===== config.mk =====
export PLATFORM = sky130hd
export DESIGN_NAME = l2_port_arbiter
export DESIGN_NICKNAME = d
export VERILOG_FILES = /design/src/rtl/l2_port_arbiter.sv
export SDC_FILE = /design/constraint.sdc
export NUM_CORES = 1
export LEC_CHECK = 0
export ABC_AREA = 1
export CAP_MARGIN = 20
export CORE_AREA = 2 2 541 543
export DETAILED_ROUTE_END_ITERATION = 16
export DIE_AREA = 0 0 543 545
export GPL_TIMING_DRIVEN = 0
export HOLD_SLACK_MARGIN = 0.06
export PLACE_DENSITY = 0.3
export SLEW_MARGIN = 20
export SYNTH_ARGS = -nofsm -noshare
export SYNTH_HDL_FRONTEND = slang
export SYNTH_SLANG_ARGS = --single-unit

===== constraint.sdc =====
create_clock -name clk -period 1.1 [get_ports clk]
set_input_delay 0.11 -clock clk [delete_from_list [all_inputs] [get_ports clk]]
set_output_delay 0.11 -clock clk [all_outputs]
set_load 0.05 [all_outputs]

===== src/rtl/l2_port_arbiter.sv =====
// l2_port_arbiter: shares the single L2 port between the read-only L1 I-cache
// and the read/write L1 D-cache.
//
// One grant register selects the current owner. The grant is held until L2
// answers or the owner drops its request. The response is routed back to the
// owner only. The arbiter does not buffer any data: the address, write data
// and read data pass straight through, steered by the grant.
//
// Build option: define L2_ARB_ROUND_ROBIN_EN to make contention alternate
// between the requesters. When the macro is undefined, the D-cache always
// wins contention. Single-requester behaviour is the same in both builds.
module l2_port_arbiter #(
    parameter int ADDR_WIDTH = 32,
    parameter int LINE_WIDTH = 256
) (
    input  logic                  clk,
    input  logic                  rst,
    input  logic [ADDR_WIDTH-1:0] icache_addr,
    input  logic                  icache_read,
    output logic [LINE_WIDTH-1:0] icache_rdata,
    output logic                  icache_resp,
    input  logic [ADDR_WIDTH-1:0] dcache_addr,
    input  logic [LINE_WIDTH-1:0] dcache_wdata,
    input  logic                  dcache_read,
    input  logic                  dcache_write,
    output logic [LINE_WIDTH-1:0] dcache_rdata,
    output logic                  dcache_resp,
    output logic [ADDR_WIDTH-1:0] l2_addr,
    output logic [LINE_WIDTH-1:0] l2_wdata,
    output logic                  l2_read,
    output logic                  l2_write,
    input  logic [LINE_WIDTH-1:0] l2_rdata,
    input  logic                  l2_resp
);

    typedef enum logic [1:0] {
        IDLE    = 2'd0,
        GRANT_I = 2'd1,
        GRANT_D = 2'd2
    } state_t;

    typedef enum logic {
        OWNER_I = 1'b0,
        OWNER_D = 1'b1
    } owner_t;

    state_t state_reg;
    owner_t last_grant_reg;

    logic i_req;
    logic d_req;
    logic rr_pick_d;
    logic d_wins;

    assign i_req     = icache_read;
    assign d_req     = dcache_read | dcache_write;
    assign rr_pick_d = (last_grant_reg == OWNER_I);

    // Decide who wins when both requesters ask in the same IDLE cycle.
    always_comb begin
        d_wins = 1'b1;
`ifdef L2_ARB_ROUND_ROBIN_EN
        // Serve the requester that was not served last; last_grant resets to
        // the I-cache, so the D-cache wins the first contention.
        d_wins = rr_pick_d;
`else
        // Fixed priority: the D-cache always wins. last_grant is still
        // tracked so that both builds keep the same state.
        d_wins = rr_pick_d | 1'b1;
`endif
    end

    // Grant FSM: a registered arbitration decision; the grant is released on
    // the L2 response or when the owner abandons its request.
    always_ff @(posedge clk or posedge rst) begin
        if (rst) begin
            state_reg      <= IDLE;
            last_grant_reg <= OWNER_I;
        end else begin
            case (state_reg)
                IDLE: begin
                    // l2_resp is ignored here; nobody owns the port.
                    if (i_req && d_req)
                        state_reg <= d_wins ? GRANT_D : GRANT_I;
                    else if (i_req)
                        state_reg <= GRANT_I;
                    else if (d_req)
                        state_reg <= GRANT_D;
                end
                GRANT_I: begin
                    if (l2_resp) begin
                        state_reg      <= IDLE;
                        last_grant_reg <= OWNER_I;
                    end else if (!i_req) begin
                        // The owner aborted: release the grant but keep last_grant.
                        state_reg <= IDLE;
                    end
                end
                GRANT_D: begin
                    if (l2_resp) begin
                        state_reg      <= IDLE;
                        last_grant_reg <= OWNER_D;
                    end else if (!d_req) begin
                        state_reg <= IDLE;
                    end
                end
                default: state_reg <= IDLE;
            endcase
        end
    end

    // Steer the L2 port and the responses from the grant. Because this logic
    // is combinational on state_reg, an asynchronous reset drops the strobes
    // at once.
    always_comb begin
        l2_addr      = '0;
        l2_wdata     = '0;
        l2_read      = 1'b0;
        l2_write     = 1'b0;
        icache_resp  = 1'b0;
        dcache_resp  = 1'b0;
        // Read data fans out to both requesters; each one must qualify it
        // with its own resp.
        icache_rdata = l2_rdata;
        dcache_rdata = l2_rdata;
        case (state_reg)
            GRANT_I: begin
                l2_addr     = icache_addr;
                l2_read     = icache_read;
                icache_resp = l2_resp;
            end
            GRANT_D: begin
                l2_addr     = dcache_addr;
                l2_wdata    = dcache_wdata;
                // Read and write together is illegal; the write takes precedence.
                l2_read     = dcache_read & ~dcache_write;
                l2_write    = dcache_write;
                dcache_resp = l2_resp;
            end
            default: ;
        endcase
    end

endmodule

* Word-level counts from Yosys, hierarchy flattened
Index checks and enable logic that the tools add are counted. Widths: inputs -> output; s select.
Word-level totals: bits in registers 2, output and inout bits 804, logic and storage cells 26
Cells by class: equal/unequal tests 5, muxes and demuxes 14, bitwise gates (word level) 3, reduce and logical (&&, ||, !) cells 3
Operators with widths (number):
- $mux 256 | 1
- $pmux 32 s2 | 1
- $mux 2 | 7
- $ne 3x3->1 const B | 2
- $pmux 2 s3 | 1
- $ne 4x4->1 const B | 1
- $mux 1 | 3
- $reduce_and 3->1 | 1
- $eq 2x1->1 const B | 1
- $eq 2x2->1 const B | 1
- $logic_not 2->1 | 1
- $pmux 1 s2 | 1
- $and 1x1->1 | 1
- $logic_and 1x1->1 | 1
- $not 1->1 | 1
- $or 1x1->1 | 1

* Depth between registers and ports, before layout
depth after elaboration 5, gate-level depth with buffers 8, depth with buffers taken out 8

* Worst setup path after synthesis
Ideal clock, no wire load.
path kind reg-to-output, start reg state_reg[0], end out l2_addr[10], arrival time 1.766 ns, data required time 0.990 ns, path slack -0.776 ns, cell stages (with the launch flop) 7, buffers on the path 2, cell sequence dfrtp_1 -> inv_1 -> ha_1 -> buf_2 -> buf_4 -> nand2_1 -> a21oi_1
On the way: word-level cells in the longest chain between the ends 2
RTL lines:
- start: declaration | RTL line 47 | state_t state_reg;
- start signal: assignment | RTL line 84 | state_reg <= d_wins ? GRANT_D : GRANT_I;
- $eq 2x2->1 / $eq 2x1->1 (equally long branches) | RTL line 126 | case (state_reg)
- $pmux 32 s2 (*) | RTL line 126
- end: declaration | RTL line 28 | output logic [ADDR_WIDTH-1:0] l2_addr,
Every way passes the cells marked *; elsewhere a longest branch is shown, timed or not.

* Final worst setup path
start reg state_reg[0], end out l2_addr[4]
The elaborated chain is that of the path after synthesis.

==> flow_summary.ini <==
[job]
drv_cap = 0

[global_route]
grt_use_total = 0.110
grt_max_degree = 11
grt-ovfl-total = 0
grt_antenna_before_repair = 110
grt_pass1_wl_um = 196000
grt_pass1_vias = 12602

[cells_and_area]
fin_nets = 2973
finalInstanceArea_mm2 = 0.0276
final_cell_mix = 836 x clkdlybuf4s50_1, 563 x buf_4, 259 x clkinvlp_4
largest_reg_flops = 2
syn2layout_area_growth_pct = 319
layout_commonest_cell = clkdlybuf4s50_1
drive_gt1_frac = 0.585
final_core_util = 0.0950

[setup_path]
worstReg2RegEnd = state_reg[1]$_DFFE_PP0P_
timing.rr.start = state_reg[1]$_DFFE_PP0P_
criticalPathCategory = flip-flop to primary output
cp_top_family = buffers and inverters
cp.arrival_ns = 1.94
r2r_slack_ns = -0.45
cp-start-kind = flip-flop
cp_cell_sequence = inv_2, buf_6, ha_4, clkinvlp_4, buf_12, buf_16, buf_16, a21oi_4, buf_12
worstPathMaxFanout = 6
required_ns = 0.99
slowest_delay_ns = 0.36
crit_slowest_cell = dfrtp_1
cp-end-kind = primary output
rr_worst_depth = 8
worst-path-buf-inv = 7
cp_num_cells = 9

[placement]
hpwl_um = 164000
place.gp.congestion = 0.914
portBuffers = 1129
placed_area_mm2 = 0.0243

[sta]
setup_viol = 566
setup_ws_ns = -0.952
post-route-min-period_ns = 2.05
worst_pin_slew_ns = 1.05
hold_viol_final = 0
rsz0062_at_grt = yes
post-route-period-util = 1.87
max_freq_ghz = 0.487
slew_violations = 0
slew_headroom = 0.301
fin_skew_ns = 0.000545

[cts]
clock-sinks = 2
cts_tree = yes
numCtsBuffers = 3
clock_latency_ns = 0.22
cts_buffer_depth = 2
h-tree-depth = 1
clk_pin_slew_ns = 0.03
cts-root-buf = clkbuf_16

[status]
violations = setup timing
status = finished with violations

[yosys]
netlist_instances = 1196
syn-num-nets = 1781
ys_seq_area_frac = 0.00760
ys_types = 12
synth_area_leaders = buf_4 59%, nand2_1 19%, inv_1 15%
yosysTopAreaCellShare = 0.587
ys_ff_latch = 2
netlist_area_mm2 = 0.00658
ys_warn_count = 0
synth_top_area_cell = buf_4
synth_area_per_cell_um2 = 5.50

[routing]
drtIter0Drc = 451
wl_per_cell_um = 27.4
postRouteAntennaNets = 0
routed_wl_um = 173000
num_vias = 12158
vias_per_cell = 1.93
firstDrtPassIters = 5
drc_errors = 0

[die]
core.rowCount = 198
die_area_mm2 = 0.296
die_x_um = 543
ios = 1386
start_util = 0.0227
die_height_um = 545
coreArea_mm2 = 0.290

[power]
p_leak_uw = 0.00974
ir_drop_uv = 865
total_power_uw = 51500
power.density_mw_per_mm2 = 1870

[hold_path]
hold_class = input pin to async pin
## worst reg2reg max path, delay by kind of cell (launching register included)
| kind | cells | cell delay [ns] |
|---|---|---|
| fa+ha+maj | 1 | 0.20 |
| buf+inv | 3 | 0.47 |
| flops | 1 | 0.43 |
| simple gates | 4 | 0.35 |
## worst max-delay path by stage
stage,start,endpoint,slack (ns)
6_report,state_reg[0]$_DFFE_PP0P_,l2_addr[4],-0.95
5_1_grt,state_reg[0]$_DFFE_PP0P_,l2_addr[4],-1.04
4_1_cts,state_reg[0]$_DFFE_PP0P_,l2_addr[5],-1.05
3_5_place_dp,state_reg[0]$_DFFE_PP0P_,l2_wdata[121],-2.31
3_3_place_gp,state_reg[0]$_DFFE_PP0P_,l2_wdata[121],-2.30
2_1_floorplan,state_reg[0]$_DFFE_PP0P_,l2_addr[10],-0.37
## logic make-up (layout without fill, tap and decap cells)
logic type | after synthesis | in the layout | synth area share
buffers and inverters | 819 | 2009 | 0.767
AND/OR/NAND/NOR | 339 | 339 | 0.195
AO/OA/AOI/OAI | 33 | 33 | 0.0251
adder cells (fa/ha/maj) | 3 | 3 | 0.00570
flip-flops | 2 | 2 | 0.00760
other | 0 | 26 | 0
## per-stage QoR
| step | hold slack (ns) | TNS (ns) | setup slack, ns | cells |
|---|---|---|---|---|
| 6_report | 0.0771 | -277.30 | -0.952 | 6312 |
| 4_1_cts | 0.0775 | -300.95 | -1.05 | 6270 |
| 3_3_place_gp | 0.299 | -576.11 | -2.30 | 6225 |
| 5_1_grt | 0.0878 | -304.96 | -1.04 | 6299 |
| 3_5_place_dp | 0.304 | -572.49 | -2.31 | 6225 |
| 2_1_floorplan | -0.149 | -88.21 | -0.369 | 1196 |
## repair_timing
action                     4_1_cts  5_1_grt
resized for setup             1977      600
setup endpoints to repair      569      680
hold buffers                     0        0
cloned                          10        2
buffers inserted                32       25
pin swaps                        3        3
## cells in the mapped netlist
master    instances
inv_1           268
clkbuf_1          1
ha_1              3
buf_1             3
buf_2            32
nand3_1           4
a21oi_1          33
dfrtp_1           2
nor2_1            3
buf_4           515
nand2_1         330
nand4_1           2
## layout make-up
class	instances	area, um2
Fill cell	33729	263000
Timing Repair Buffer	1189	13200
Tap cell	3900	4880
Buffer	549	4490
Multi-Input combinational cell	375	2830
Inverter	268	1980
Clock buffer	3	75.1
Antenna cell	26	65.1
Sequential cell	2	51.3
## per-layer routing
metal,global-route usage,part of all wire,vias up
met5,0,0.0022,-
met4,0.0157,0.018,58
met3,0.0612,0.13,219
met2,0.178,0.45,1102
met1,0.129,0.40,5536
li1,-,-,5243
## report_power, final
part           internal [uW]  leakage [uW]  switching [uW]
combinational          18700       0.00968           32100
clock                    462     0.0000371            82.7
sequential               101     0.0000247            32.0
Power figures use the tool's default switching activity.
